[src/rtl/regfile_dump_reader.sv]
// Register-file dump engine. It borrows one asynchronous regfile read port
// and streams a contiguous, wrapping range of registers out over a
// valid/ready interface. Each word is tagged with its register number.
module regfile_dump_reader #(
  parameter int ADDR_W = 5,
  parameter int DATA_W = 32
) (
  input  logic              Clk,
  input  logic              Reset_n,
  input  logic              Start,
  input  logic [ADDR_W-1:0] StartAddr,
  input  logic [ADDR_W:0]   Count,
  output logic [ADDR_W-1:0] RdAddr,
  input  logic [DATA_W-1:0] RdData,
  output logic [DATA_W-1:0] OutData,
  output logic [ADDR_W-1:0] OutAddr,
  output logic              OutValid,
  input  logic              OutReady,
  output logic              Busy,
  output logic              Done
);

  typedef enum logic [1:0] {S_IDLE, S_FETCH, S_STREAM, S_DONE} state_t;

  state_t            state, state_nxt;
  logic [ADDR_W-1:0] ptr;
  logic [ADDR_W:0]   remaining;
  logic [DATA_W-1:0] out_data;
  logic [ADDR_W-1:0] out_addr;
  logic              out_valid;

  // Datapath strobes decoded from the FSM.
  logic load;     // latch a new request
  logic capture;  // move RdData into the output register and advance
  logic drop;     // final word accepted, retire OutValid

  // State register. Reset aborts any dump in flight without a Done pulse.
  always_ff @(posedge Clk) begin
    if (!Reset_n) state <= S_IDLE;
    else          state <= state_nxt;
  end

  // Next-state and datapath strobe decode.
  always_comb begin
    state_nxt = state;
    load      = 1'b0;
    capture   = 1'b0;
    drop      = 1'b0;
    case (state)
      S_IDLE: begin
        if (Start) begin
          if (Count != '0) begin
            load      = 1'b1;
            state_nxt = S_FETCH;
          end else begin
            state_nxt = S_DONE;
          end
        end
      end
      S_FETCH: begin
        capture   = 1'b1;
        state_nxt = S_STREAM;
      end
      S_STREAM: begin
        // Capture the next word on the same edge as the handshake, which keeps
        // OutValid high and gives one word per cycle.
        if (out_valid && OutReady) begin
          if (remaining != '0) begin
            capture = 1'b1;
          end else begin
            drop      = 1'b1;
            state_nxt = S_DONE;
          end
        end
      end
      S_DONE:  state_nxt = S_IDLE;
      default: state_nxt = S_IDLE;
    endcase
  end

  // Pointer, word counter and output holding register. The output register
  // only changes on a capture, so it stays stable while the sink stalls.
  always_ff @(posedge Clk) begin
    if (!Reset_n) begin
      ptr       <= '0;
      remaining <= '0;
      out_data  <= '0;
      out_addr  <= '0;
      out_valid <= 1'b0;
    end else if (load) begin
      ptr       <= StartAddr;
      remaining <= Count;
    end else if (capture) begin
      // RdData is combinational from the regfile. A write to the same
      // register on this edge is therefore seen as its pre-write value.
      out_data  <= RdData;
      out_addr  <= ptr;
      out_valid <= 1'b1;
      ptr       <= ptr + ADDR_W'(1);  // wraps modulo the regfile depth
      remaining <= remaining - (ADDR_W+1)'(1);
    end else if (drop) begin
      out_valid <= 1'b0;
    end
  end

  assign RdAddr   = ptr;
  assign OutData  = out_data;
  assign OutAddr  = out_addr;
  assign OutValid = out_valid;
  assign Busy     = (state != S_IDLE);
  assign Done     = (state == S_DONE);

endmodule
[config.mk]
export PLATFORM = sky130hd
export DESIGN_NAME = regfile_dump_reader
export DESIGN_NICKNAME = d
export VERILOG_FILES = /design/src/rtl/regfile_dump_reader.sv
export SDC_FILE = /design/constraint.sdc
export NUM_CORES = 1
export LEC_CHECK = 0
export ABC_AREA = 1
export CORE_MARGIN = 5
export CORE_UTILIZATION = 35
export DETAILED_ROUTE_END_ITERATION = 6
export PLACE_DENSITY = 0.67
export SYNTH_ARGS = -nofsm -noshare
export SYNTH_HDL_FRONTEND = slang
export SYNTH_SLANG_ARGS = --single-unit
[constraint.sdc]
create_clock -name Clk -period 4.7 [get_ports Clk]
set_clock_uncertainty 0.2 [all_clocks]
set_input_delay 1.41 -clock Clk [delete_from_list [all_inputs] [get_ports Clk]]
set_output_delay 1.41 -clock Clk [all_outputs]
set_load 0.01 [all_outputs]
==> impl_summary.txt, run 1 <==
----------------------------------------------------
[Synth]
  Cell accounting for the most synthesized area ... dfxtp_1
  Synthesized area ... roughly 2500 um2
  Number of storage elements in the synthesis netlist ... 51
  Number of warnings issued by yosys ... 0
  Area share of the largest cell type after synthesis ... 40.0%
  Number of distinct library cells after synthesis ... 24
  Net Count, Synth ... ~380
  Cells after Synth ... between 300 and 400
  Cells taking the most area after synthesis ... dfxtp_1 (40%), nand2_1 (11%), nand4_1 (9.3%)
  Sequential-to-total area share from yosys stat ... ~40%
  Synthesized area per cell ... roughly 7.8 um2

[Outcome]
  Outcome ... finished, final reports clean

[Die]
  Core region area ... around 7200 um2
  Die Width ... around 95 um
  Die area ... between 9000 and 10000 um2
  Die boundary height ... about 95 um
  I/O Pins ... 92
  Effective utilization at floorplan ... 35.5%
  Count of standard-cell rows ... 31

[Worst hold path]
  Hold path endpoint ... OutData[29]$_SDFFE_PN0P_
  Worst Min Path Start ... OutData[29]$_SDFFE_PN0P_
  Hold Path Stages ... 2
  Worst min-delay path class ... reg2reg

[Final layout]
  Post-layout net count ... 458
  Signed area change from the synthesized netlist to the final layout ... 39.8%
  Fraction of layout instances using a drive strength above 1 ... 14.6%
  Final Core Density ... between 40% and 50%
  Diodes inserted ... 0
  Number of fillers in the final layout ... 680

[GRT]
  Number of global-route vias before repair ... between 2000 and 2500
  First-pass GRT wire length ... between 10 and 15 mm
  Initial antenna violation count ... 0
  Grt total ovfl ... 0
  All-Layer GR Usage ... around 15%
  GRT busiest layer ... met1
  Met2 usage ... a little over a fifth
  Met3 Resource Use GR ... about 3.9%
  Maximum number of pins on one net before global-route repair ... 63
  M1 GR Usage ... approximately 22%

[STA]
  Worst-case headroom to the max-slew limit ... 30.5%
  Final period utilization ... about 78%
  Post-route worst hold slack ... about 0.27 ns
  Highest Clock Rate ... approximately 270 MHz
  Final critical path time including I/O delays and setup ... about 3.6 ns
  Max Transition Viols Final ... 0
  Final setup violation count ... 0
  Total negative slack for setup checks ... 0 ns
  Post-route setup slack ... ~1.1 ns
  Final number of hold-violating endpoints ... 0
  RSZ-0062 raised after global routing ... false
  Transition time at the pin with the least slew margin ... between 1 and 1.5 ns

[Power]
  PnR Total Power ... approximately 1.8 mW
  Gate power share ... about half
  Net switching fraction of the power ... a little over two fifths
  Power density cells ... ~490 nW/um2
  Internal power of the cells ... slightly above 1 mW
  Leakage dissipation ... 1.27 nW
  Sequential Power Share ... between 30% and 40%
  Part of the total power dissipated in the clock network ... 17.8%
  Net switching power figure ... around 740 uW
  IR Drop Worst-Case VDD ... 176 uV

[Clock tree]
  Maximum level of the CTS H-tree ... 2
  Total clock buffers created by CTS ... 5
  Number of buffers inserted for hold repair after clock tree synthesis ... 0
  Clk_lat worst skew ... 0.30 ns
  CTS-repair resized insts ... 0
  Setup repair bufs after CTS ... 0
  Sink count of the clock tree ... 51
  Clock transition at the registers of the reported paths ... ~0.10 ns
  Buffer cell driving the clock tree root ... clkbuf_8
  Largest buffer count on any clock path ... 2
  Clock tree from TritonCTS ... yes

[Setup path]
  Setup slack of the worst register-to-register path ... between 1.5 and 2 ns
  Timing startpoint of the critical path ... OutReady
  End of the worst register-to-register path ... OutData[5]$_SDFFE_PN0P_
  Reg2Reg Depth ... 7
  Worst Path Class, Setup ... in2reg
  Crit. End Element ... flop
  Crit Reg-Reg Startpoint ... state[0]$_SDFFE_PN0P_
  Worst-path fanout max ... 20
  Data required time at the worst endpoint ... between 4 and 5 ns
  Crit path arrival time ... ~3.7 ns
  Kind of launch point of the worst setup path ... input pin

[Detailed routing]
  Via count normalized by instance count ... 4.95
  First-pass iteration count of the detailed router ... 4
  First-iteration detailed-routing DRC count ... 142
  Post-detailed-routing wire length ... 6.89 mm
  Total vias in the final route ... about 2500
  WL/cell ... 13.7 um
  Number of nets still failing antenna checks after routing ... 0
  Remaining DRCs ... 0

[Run]
  Max-cap violations ... 0

[Place]
  Total half-perimeter wirelength after legalization and detailed placement ... roughly 4.6 mm
  Worst setup slack after placement ... roughly 0.73 ns
  Port Buf Inserts ... a little over 90
  Last weighted congestion value of the routability-driven placer ... roughly 0.79

----------------------------------------------------
-- power by group through the flow --
stage               Clock (mW)  Combinational [mW]  Sequential, mW
global placement             0               0.844           0.592
detailed placement           0               0.852           0.595
global route             0.347               0.945           0.597
CTS                      0.327               0.857           0.585
floorplan                    0               0.594           0.607
finish                   0.312               0.853           0.585
-- logic make-up after synthesis --
| kind of cell | synth area share (%) |
|---|---|
| AO/OA/AOI/OAI | 13.0 |
| XOR/XNOR | 1.37 |
| buffers and inverters | 8.78 |
| AND/OR/NAND/NOR | 32.9 |
| flip-flops | 40.0 |
| adder cells (fa/ha/maj) | 3.93 |
-- state kept, by name (all words and copies together), names as in the netlist --
signal and count:
OutAddr 5, OutData 32, OutValid 1, RdAddr 5, remaining 6, state 2
-- per-stage QoR --
| step | cells | area, um2 |
|---|---|---|
| 3_3_place_gp | 495 | 3450 |
| 6_report | 503 | 3570 |
| 2_1_floorplan | 326 | 2550 |
| 5_1_grt | 503 | 3570 |
| 3_5_place_dp | 495 | 3450 |
| 4_1_cts | 503 | 3570 |
-- worst max-delay path, cell delays in order --
cell,delay (ns)
clkdlybuf4s50_1,0.45
nand2_1,0.06
nor2_1,0.09
nand2_1,0.07
nand2_2,0.30
buf_4,0.32
nand2_1,0.31
nand2_1,0.41
nand2_1,0.09
a21oi_1,0.15
-- layer usage --
| metal | share of wire, % | vias up |
|---|---|---|
| li1 | - | 1255 |
| met1 | 50 | 1137 |
| met2 | 41 | 95 |
| met3 | 8.4 | 2 |
| met4 | 0.42 | 0 |
| met5 | 0 | - |
-- cell type report --
| class | instances | area, um2 | area share, % |
|---|---|---|---|
| Sequential cell | 51 | 1020 | 28.6 |
| Multi-Input combinational cell | 234 | 1310 | 36.6 |
| Inverter | 16 | 60.1 | 1.68 |
| Tap cell | 99 | 124 | 3.47 |
| Clock buffer | 5 | 68.8 | 1.93 |
| Timing Repair Buffer | 95 | 941 | 26.4 |
| Clock inverter | 3 | 46.3 | 1.30 |
-- synthesized netlist by cell type --
cell type,number
ha_1,8
a21oi_2,20
dfxtp_1,51
buf_12,2
buf_6,2
o21ai_0,2
inv_1,15
xor2_1,2
nand3b_1,1
buf_1,5
nand3_1,21
nand2_2,22
buf_4,4
or2_2,1
xnor2_1,2
a21oi_1,29
nand2_1,75
clkbuf_1,6
nor2_2,1
clkinv_1,1
nand3_2,2
nand4_1,38
nor2_1,10
buf_2,6
-- cell usage in the layout, fill, tap and decap left out, drive strengths merged --
cell type	instances
a21oi	49
buf	4
bufinv	1
clkbuf	5
clkdlybuf4s50	91
clkinv	1
clkinvlp	1
dfxtp	51
ha	8
inv	16
nand2	97
nand3	23
nand3b	1
nand4	38
nor2	11
o21ai	2
or2	1
xnor2	2
xor2	2
-- worst max path at each step --
stage,endpoint,slack [ns]
finish,remaining[4]$_SDFFE_PN0P_,1.05
global route,remaining[5]$_SDFFE_PN0P_,0.85
CTS,remaining[4]$_SDFFE_PN0P_,1.05
detailed placement,remaining[4]$_SDFFE_PN0P_,0.73
global placement,RdAddr[1]$_SDFFE_PN0P_,0.75
floorplan,OutData[16]$_SDFFE_PN0P_,2.15
Note: power is estimated with default switching activity, not from simulation.
==> run 2: changes to the inputs <==
==> constraint.sdc (replaced) <==
create_clock -name Clk -period 3.7 [get_ports Clk]
set_clock_uncertainty 0.2 [all_clocks]
set_input_delay 1.11 -clock Clk [delete_from_list [all_inputs] [get_ports Clk]]
set_output_delay 1.11 -clock Clk [all_outputs]
set_load 0.01 [all_outputs]
==> run 2 against run 1 <==
  * Clock power grew 7.7%
  * Sequential power grew 27%
  * Non-clock buffer count grew 3
  * Critical path depth shrank 6
  * Worst hold slack lost 0.0020 ns
  * Die area is the same
  * Largest power group unchanged
  * Utilization grew 0.38 points
  * Setup slack lost 0.26 ns
  * Routed wire length grew 1.6%
  * Global-route usage grew 0.32 points
  * Power grew 25%
==> impl_summary.txt, run 2 (synthesis results as in run 1) <==
----------------------------------------------------
[Outcome]
  Outcome ... finished, final reports clean

[Die]
  Effective utilization at floorplan ... 35.5% (unchanged)
  I/O Pins ... 92 (unchanged)
  Die area ... 9090 um2 (unchanged)
  Core region area ... 7180 um2 (unchanged)
  Die boundary height ... 95.4 um (unchanged)
  Die Width ... 95.4 um (unchanged)
  Count of standard-cell rows ... 31 (unchanged)

[STA]
  Highest Clock Rate ... approximately 340 MHz
  RSZ-0062 raised after global routing ... false
  Final setup violation count ... 0 (unchanged)
  Total negative slack for setup checks ... 0 ns (unchanged)
  Post-route setup slack ... 0.795 ns (-0.257 ns)
  Final critical path time including I/O delays and setup ... approximately 2.9 ns
  Final number of hold-violating endpoints ... 0 (unchanged)
  Post-route worst hold slack ... 0.265 ns (-0.00196 ns)
  Max Transition Viols Final ... 0 (unchanged)
  Final period utilization ... approximately four fifths
  Worst-case headroom to the max-slew limit ... 53.4% (+23 points)
  Transition time at the pin with the least slew margin ... 0.698 ns (-0.345 ns)

[Setup path]
  Slowest stage delay, CP ... 0.53 ns (+0.08 ns)
  Worst path bufs/invs ... 3 (+1)
  Data required time at the worst endpoint ... 2.39 ns (-2.33 ns)
  Worst Path Class, Setup ... reg2out
  Worst-path fanout max ... 4 (-80%)
  Cell type with the highest occurrence count on the critical path ... inv_1
  Dominant delay contributor by cell family on the critical path ... buffers and inverters
  Crit path arrival time ... 1.59 ns (-2.08 ns)
  Crit. End Element ... output pin
  Kind of launch point of the worst setup path ... flop
  Standard cell with the maximum stage delay on the critical path ... clkdlybuf4s50_1
  List of cells traversed by the critical path ... inv_1 -> ha_1 -> inv_1 -> clkdlybuf4s50_1

[Clock tree]
  Buffer cell driving the clock tree root ... clkbuf_8
  Maximum level of the CTS H-tree ... 2 (unchanged)
  Setup repair bufs after CTS ... 0 (unchanged)
  Clock transition at the registers of the reported paths ... 0.09 ns (about the same)
  Clk_lat worst skew ... 0.30 ns (about the same)
  Clock tree from TritonCTS ... yes
  Number of buffers inserted for hold repair after clock tree synthesis ... 0 (unchanged)
  Sink count of the clock tree ... 51 (unchanged)
  Largest buffer count on any clock path ... 2 (unchanged)
  CTS-repair resized insts ... 0 (unchanged)
  Total clock buffers created by CTS ... 5 (unchanged)

[Final layout]
  Fraction of layout instances using a drive strength above 1 ... 15.0% (+0.38 points)
  Signed area change from the synthesized netlist to the final layout ... 40.9%
  Largest register FFs ... 32 (unchanged)
  Commonest cells after routing, fill and taps aside ... clkdlybuf4s50_1 (91), nand2_1 (75), dfxtp_1 (51)
  Diodes inserted ... 0 (unchanged)
  Final Core Density ... 50.1% (+0.38 points)
  Summed area of non-filler cells in the final layout ... 3590 um2 (+0.77%)
  Post-layout net count ... 461 (+0.66%)
  Most common cell after layout, fill and taps aside ... clkdlybuf4s50_1
  Non-filler cells, final ... 506 (+0.60%)

[Power]
  IR Drop Worst-Case VDD ... 211 uV (+20%)
  PnR Total Power ... 2.19 mW (+25%)
  Leakage dissipation ... 1.29 nW (+1.4%)
  Power density cells ... 611 nW/um2 (+24%)

[GRT]
  Number of global-route vias before repair ... 2317 (+2.5%)
  Grt total ovfl ... 0 (unchanged)
  Initial antenna violation count ... 0 (unchanged)
  All-Layer GR Usage ... 15.3% (+0.32 points)
  First-pass GRT wire length ... 11.2 mm (+1.9%)
  Maximum number of pins on one net before global-route repair ... 39 (-38%)

[Detailed routing]
  First-pass iteration count of the detailed router ... 4 (unchanged)
  Number of nets still failing antenna checks after routing ... 0 (unchanged)
  WL/cell ... 13.8 um (+0.99%)
  Post-detailed-routing wire length ... 7.00 mm (+1.6%)
  Total vias in the final route ... 2466 (-0.92%)
  Remaining DRCs ... 0 (unchanged)
  First-iteration detailed-routing DRC count ... 71 (-50%)
  Via count normalized by instance count ... 4.87 (-1.5%)

[Place]
  Port Buf Inserts ... 91 (unchanged)
  Total instance count after detailed placement ... 498 (+0.61%)
  Placed cell area ... 3500 um2 (+1.4%)
  Total half-perimeter wirelength after legalization and detailed placement ... 4.91 mm (+6.0%)
  Last weighted congestion value of the routability-driven placer ... 0.797 (+1.3%)
  Worst setup slack after placement ... 0.532 ns (-0.199 ns)

[Run]
  Max-cap violations ... 0 (unchanged)

[Worst hold path]
  Worst min-delay path class ... reg2reg

----------------------------------------------------
## run 2: cell count changes in the layout (fill, tap and decap cells not counted), sizes merged
cell	before	now
buf	4	7
clkbuf	5	7
bufinv	1	0
clkinv	1	2
clkinvlp	1	0
inv	16	15
## run 2: final cells by class
type,count,area [um2]
Clock buffer,7,86.3
Fill cell,695,3580
Multi-Input combinational cell,234,1310
Sequential cell,51,1020
Timing Repair Buffer,98,988
Inverter,16,60.1
Clock inverter,1,8.76
Tap cell,99,124
## run 2: layer usage
layer  vias to the layer above  GRT usage [%]  routed length [um]
met3                         5           4.26                 566
met1                      1129           21.3                3410
met5                         -              0                   0
met2                        76           23.4                2980
li1                       1256              -                   -
met4                         0           3.97                  44
## run 2: power breakdown
group	internal, mW	leakage (nW)	total, mW	switching, mW
combinational	0.445	0.827	1.11	0.670
sequential	0.653	0.414	0.743	0.0899
clock	0.154	0.0484	0.336	0.183
total	1.25	1.29	2.19	0.943
## run 2: worst paths after layout
path | from | end | slack [ns] | depth (start not counted)
max | state[0]$_SDFFE_PN0P_ | Busy | 0.80 | 4
min | OutData[22]$_SDFFE_PN0P_ | OutData[22]$_SDFFE_PN0P_ | 0.27 | 2
max reg2reg | state[0]$_SDFFE_PN0P_ | state[1]$_SDFFE_PN0P_ | 1.44 | 7
min reg2reg | OutData[22]$_SDFFE_PN0P_ | OutData[22]$_SDFFE_PN0P_ | 0.27 | 2
## run 2: worst reg2reg max path: stages (launching register included)
cell and delay, ns:
dfxtp_1 0.38, inv_1 0.11, ha_1 0.75, buf_4 0.39
nand2_1 0.08, o21ai_0 0.12, nor2_1 0.09, nor2_1 0.10
==> run 3: changes to the inputs <==
--- a/config.mk
+++ b/config.mk
@@ -9,7 +9,7 @@
 export CORE_MARGIN = 5
 export CORE_UTILIZATION = 35
 export DETAILED_ROUTE_END_ITERATION = 6
-export PLACE_DENSITY = 0.67
+export PLACE_DENSITY = 0.7
 export SYNTH_ARGS = -nofsm -noshare
 export SYNTH_HDL_FRONTEND = slang
 export SYNTH_SLANG_ARGS = --single-unit
==> constraint.sdc (replaced) <==
create_clock -name Clk -period 2.5 [get_ports Clk]
set_clock_uncertainty 0.2 [all_clocks]
set_input_delay 0.75 -clock Clk [delete_from_list [all_inputs] [get_ports Clk]]
set_output_delay 0.75 -clock Clk [all_outputs]
set_load 0.01 [all_outputs]
==> run 3 against run 2 <==
  * Utilization grew 1.1 points
  * Clock power grew 46%
  * Sequential share of layout area shrank 0.56 points
  * Combinational power grew 57%
  * Cell count grew 1.8%
  * Routed wire length grew 1.0%
  * Critical endpoint is now RdAddr[0]
  * Largest cell class unchanged
==> impl_summary.txt, run 3 (synthesis results as in run 1) <==
----------------------------------------------------
[Clock tree]
  Total clock buffers created by CTS ... 5 (unchanged)
  Sink count of the clock tree ... 51 (unchanged)
  Number of buffers inserted for hold repair after clock tree synthesis ... 0 (unchanged)
  Clock tree from TritonCTS ... yes
  Largest buffer count on any clock path ... 2 (unchanged)
  Clk_lat worst skew ... 0.30 ns (about the same)
  Maximum level of the CTS H-tree ... 2 (unchanged)
  Buffer cell driving the clock tree root ... clkbuf_8
  Setup repair bufs after CTS ... 0 (unchanged)
  Clock transition at the registers of the reported paths ... 0.09 ns (about the same)

[Detailed routing]
  WL/cell ... 13.7 um (-0.72%)
  First-iteration detailed-routing DRC count ... 58 (-18%)
  Post-detailed-routing wire length ... 7.07 mm (+1.0%)
  Via count normalized by instance count ... 4.87 (-0.15%)
  First-pass iteration count of the detailed router ... 4 (unchanged)
  Remaining DRCs ... 0 (unchanged)
  Total vias in the final route ... 2506 (+1.6%)
  Number of nets still failing antenna checks after routing ... 0 (unchanged)

[Die]
  Die area ... 9090 um2 (unchanged)
  Count of standard-cell rows ... 31 (unchanged)
  Core region area ... 7180 um2 (unchanged)
  Die boundary height ... 95.4 um (unchanged)
  Effective utilization at floorplan ... 35.5% (unchanged)
  I/O Pins ... 92 (unchanged)
  Die Width ... 95.4 um (unchanged)

[Setup path]
  Crit path arrival time ... 1.34 ns (-0.25 ns)
  Dominant delay contributor by cell family on the critical path ... buffers and inverters
  List of cells traversed by the critical path ... clkdlybuf4s50_1
  Worst Path Class, Setup ... reg2out
  Slowest stage delay, CP ... 0.59 ns (+0.06 ns)
  Kind of launch point of the worst setup path ... flop
  Worst path bufs/invs ... 1 (-2)
  Setup slack of the worst register-to-register path ... 0.60 ns (-0.84 ns)
  Standard cell with the maximum stage delay on the critical path ... clkdlybuf4s50_1
  Data required time at the worst endpoint ... 1.55 ns (-0.84 ns)
  Reg2Reg Depth ... 10 (+3)
  Crit. End Element ... output pin
  Instance count on the critical path ... 1 (-3)
  Worst-path fanout max ... 6 (+2)

[Final layout]
  Fraction of layout instances using a drive strength above 1 ... 17.3% (+2.3 points)
  Area occupied by multi-input gates ... 1310 um2 (unchanged)
  Number of fillers in the final layout ... 709 (+2.0%)
  Summed area of non-filler cells in the final layout ... 3670 um2 (+2.3%)
  Largest register FFs ... 32 (unchanged)
  Diodes inserted ... 0 (unchanged)
  Most common cell after layout, fill and taps aside ... clkdlybuf4s50_1
  Area taken by flip-flops and latches ... 1020 um2 (+0.24%)
  Signed area change from the synthesized netlist to the final layout ... 44.1%
  Commonest cells after routing, fill and taps aside ... clkdlybuf4s50_1 (90), nand2_1 (75), dfxtp_1 (49)
  Post-layout net count ... 470 (+2.0%)
  Non-filler cells, final ... 515 (+1.8%)

[Place]
  Port Buf Inserts ... 91 (unchanged)
  Last weighted congestion value of the routability-driven placer ... 0.835 (+4.8%)
  Worst setup slack after placement ... -0.0637 ns (-0.596 ns)
  Total half-perimeter wirelength after legalization and detailed placement ... 5.07 mm (+3.3%)
  Placed cell area ... 3580 um2 (+2.3%)
  Total instance count after detailed placement ... 507 (+1.8%)

[GRT]
  Maximum number of pins on one net before global-route repair ... 33 (-15%)
  Number of global-route vias before repair ... 2313 (-0.17%)
  Initial antenna violation count ... 0 (unchanged)
  Grt total ovfl ... 0 (unchanged)
  All-Layer GR Usage ... 15.2% (-0.19 points)
  First-pass GRT wire length ... 11.2 mm (-0.37%)

[Run]
  Max-cap violations ... 0 (unchanged)

[STA]
  Final period utilization ... approximately nine tenths
  Final number of hold-violating endpoints ... 0 (unchanged)
  Post-route setup slack ... 0.212 ns (-0.583 ns)
  Final setup violation count ... 0 (unchanged)
  Post-route worst hold slack ... 0.264 ns (-0.000719 ns)
  Transition time at the pin with the least slew margin ... 0.285 ns (-0.413 ns)
  RSZ-0062 raised after global routing ... false
  Max Transition Viols Final ... 0 (unchanged)
  Highest Clock Rate ... approximately 440 MHz
  Final critical path time including I/O delays and setup ... ~2.3 ns
  Worst-case headroom to the max-slew limit ... 80.8% (+27 points)

[Worst hold path]
  Hold Path Stages ... 2 (unchanged)
  Worst min-delay path class ... reg2reg

[Outcome]
  Outcome ... finished, final reports clean

[Power]
  Leakage dissipation ... 1.34 nW (+3.9%)
  IR Drop Worst-Case VDD ... 470 uV (+120%)
  PnR Total Power ... 3.33 mW (+52%)
  Power density cells ... 905 nW/um2 (+48%)

----------------------------------------------------
-- run 3: path summary, 6_finish.rpt --
kind                           startpoint                      end
hold reg to reg   OutData[8]$_SDFFE_PN0P_  OutData[8]$_SDFFE_PN0P_
setup / recovery   RdAddr[0]$_SDFFE_PN0P_                RdAddr[0]
setup reg to reg    state[0]$_SDFFE_PN0P_   RdAddr[2]$_SDFFE_PN0P_
hold / removal    OutData[8]$_SDFFE_PN0P_  OutData[8]$_SDFFE_PN0P_
-- run 3: final cells by class --
| type | count | share of cell area, % |
|---|---|---|
| tap | 99 | 3.37 |
| timing repair buffer | 107 | 29.0 |
| inverter | 16 | 1.63 |
| clock buffer | 7 | 2.35 |
| multi-input combinational | 234 | 35.5 |
| sequential | 51 | 27.9 |
| clock inverter | 1 | 0.238 |
-- run 3: timing repair --
action	CTS	global route
resized for setup	3	0
hold endpoints to repair	0	0
endpoints found under the setup margin	1	0
-- run 3: stage by stage --
step                setup TNS [ns]  util (%)
CTS                              0      51.2
floorplan                        0         -
global placement                 0      49.9
finish                           0      51.2
detailed placement          -0.269      49.9
global route                     0      51.2
-- run 3: routing by layer --
metal | track usage, % | wire length (um) | up-vias
li1 | - | - | 1270
met1 | 20.4 | 3360 | 1152
met2 | 24.7 | 3220 | 77
met3 | 3.63 | 444 | 7
met4 | 3.00 | 49 | 0
met5 | 0 | 0 | -
-- run 3: power breakdown --
group / internal, mW / switching, mW / total [mW]
registers: 0.970 / 0.131 / 1.10
logic: 0.731 / 1.00 / 1.74
clock network: 0.227 / 0.263 / 0.490
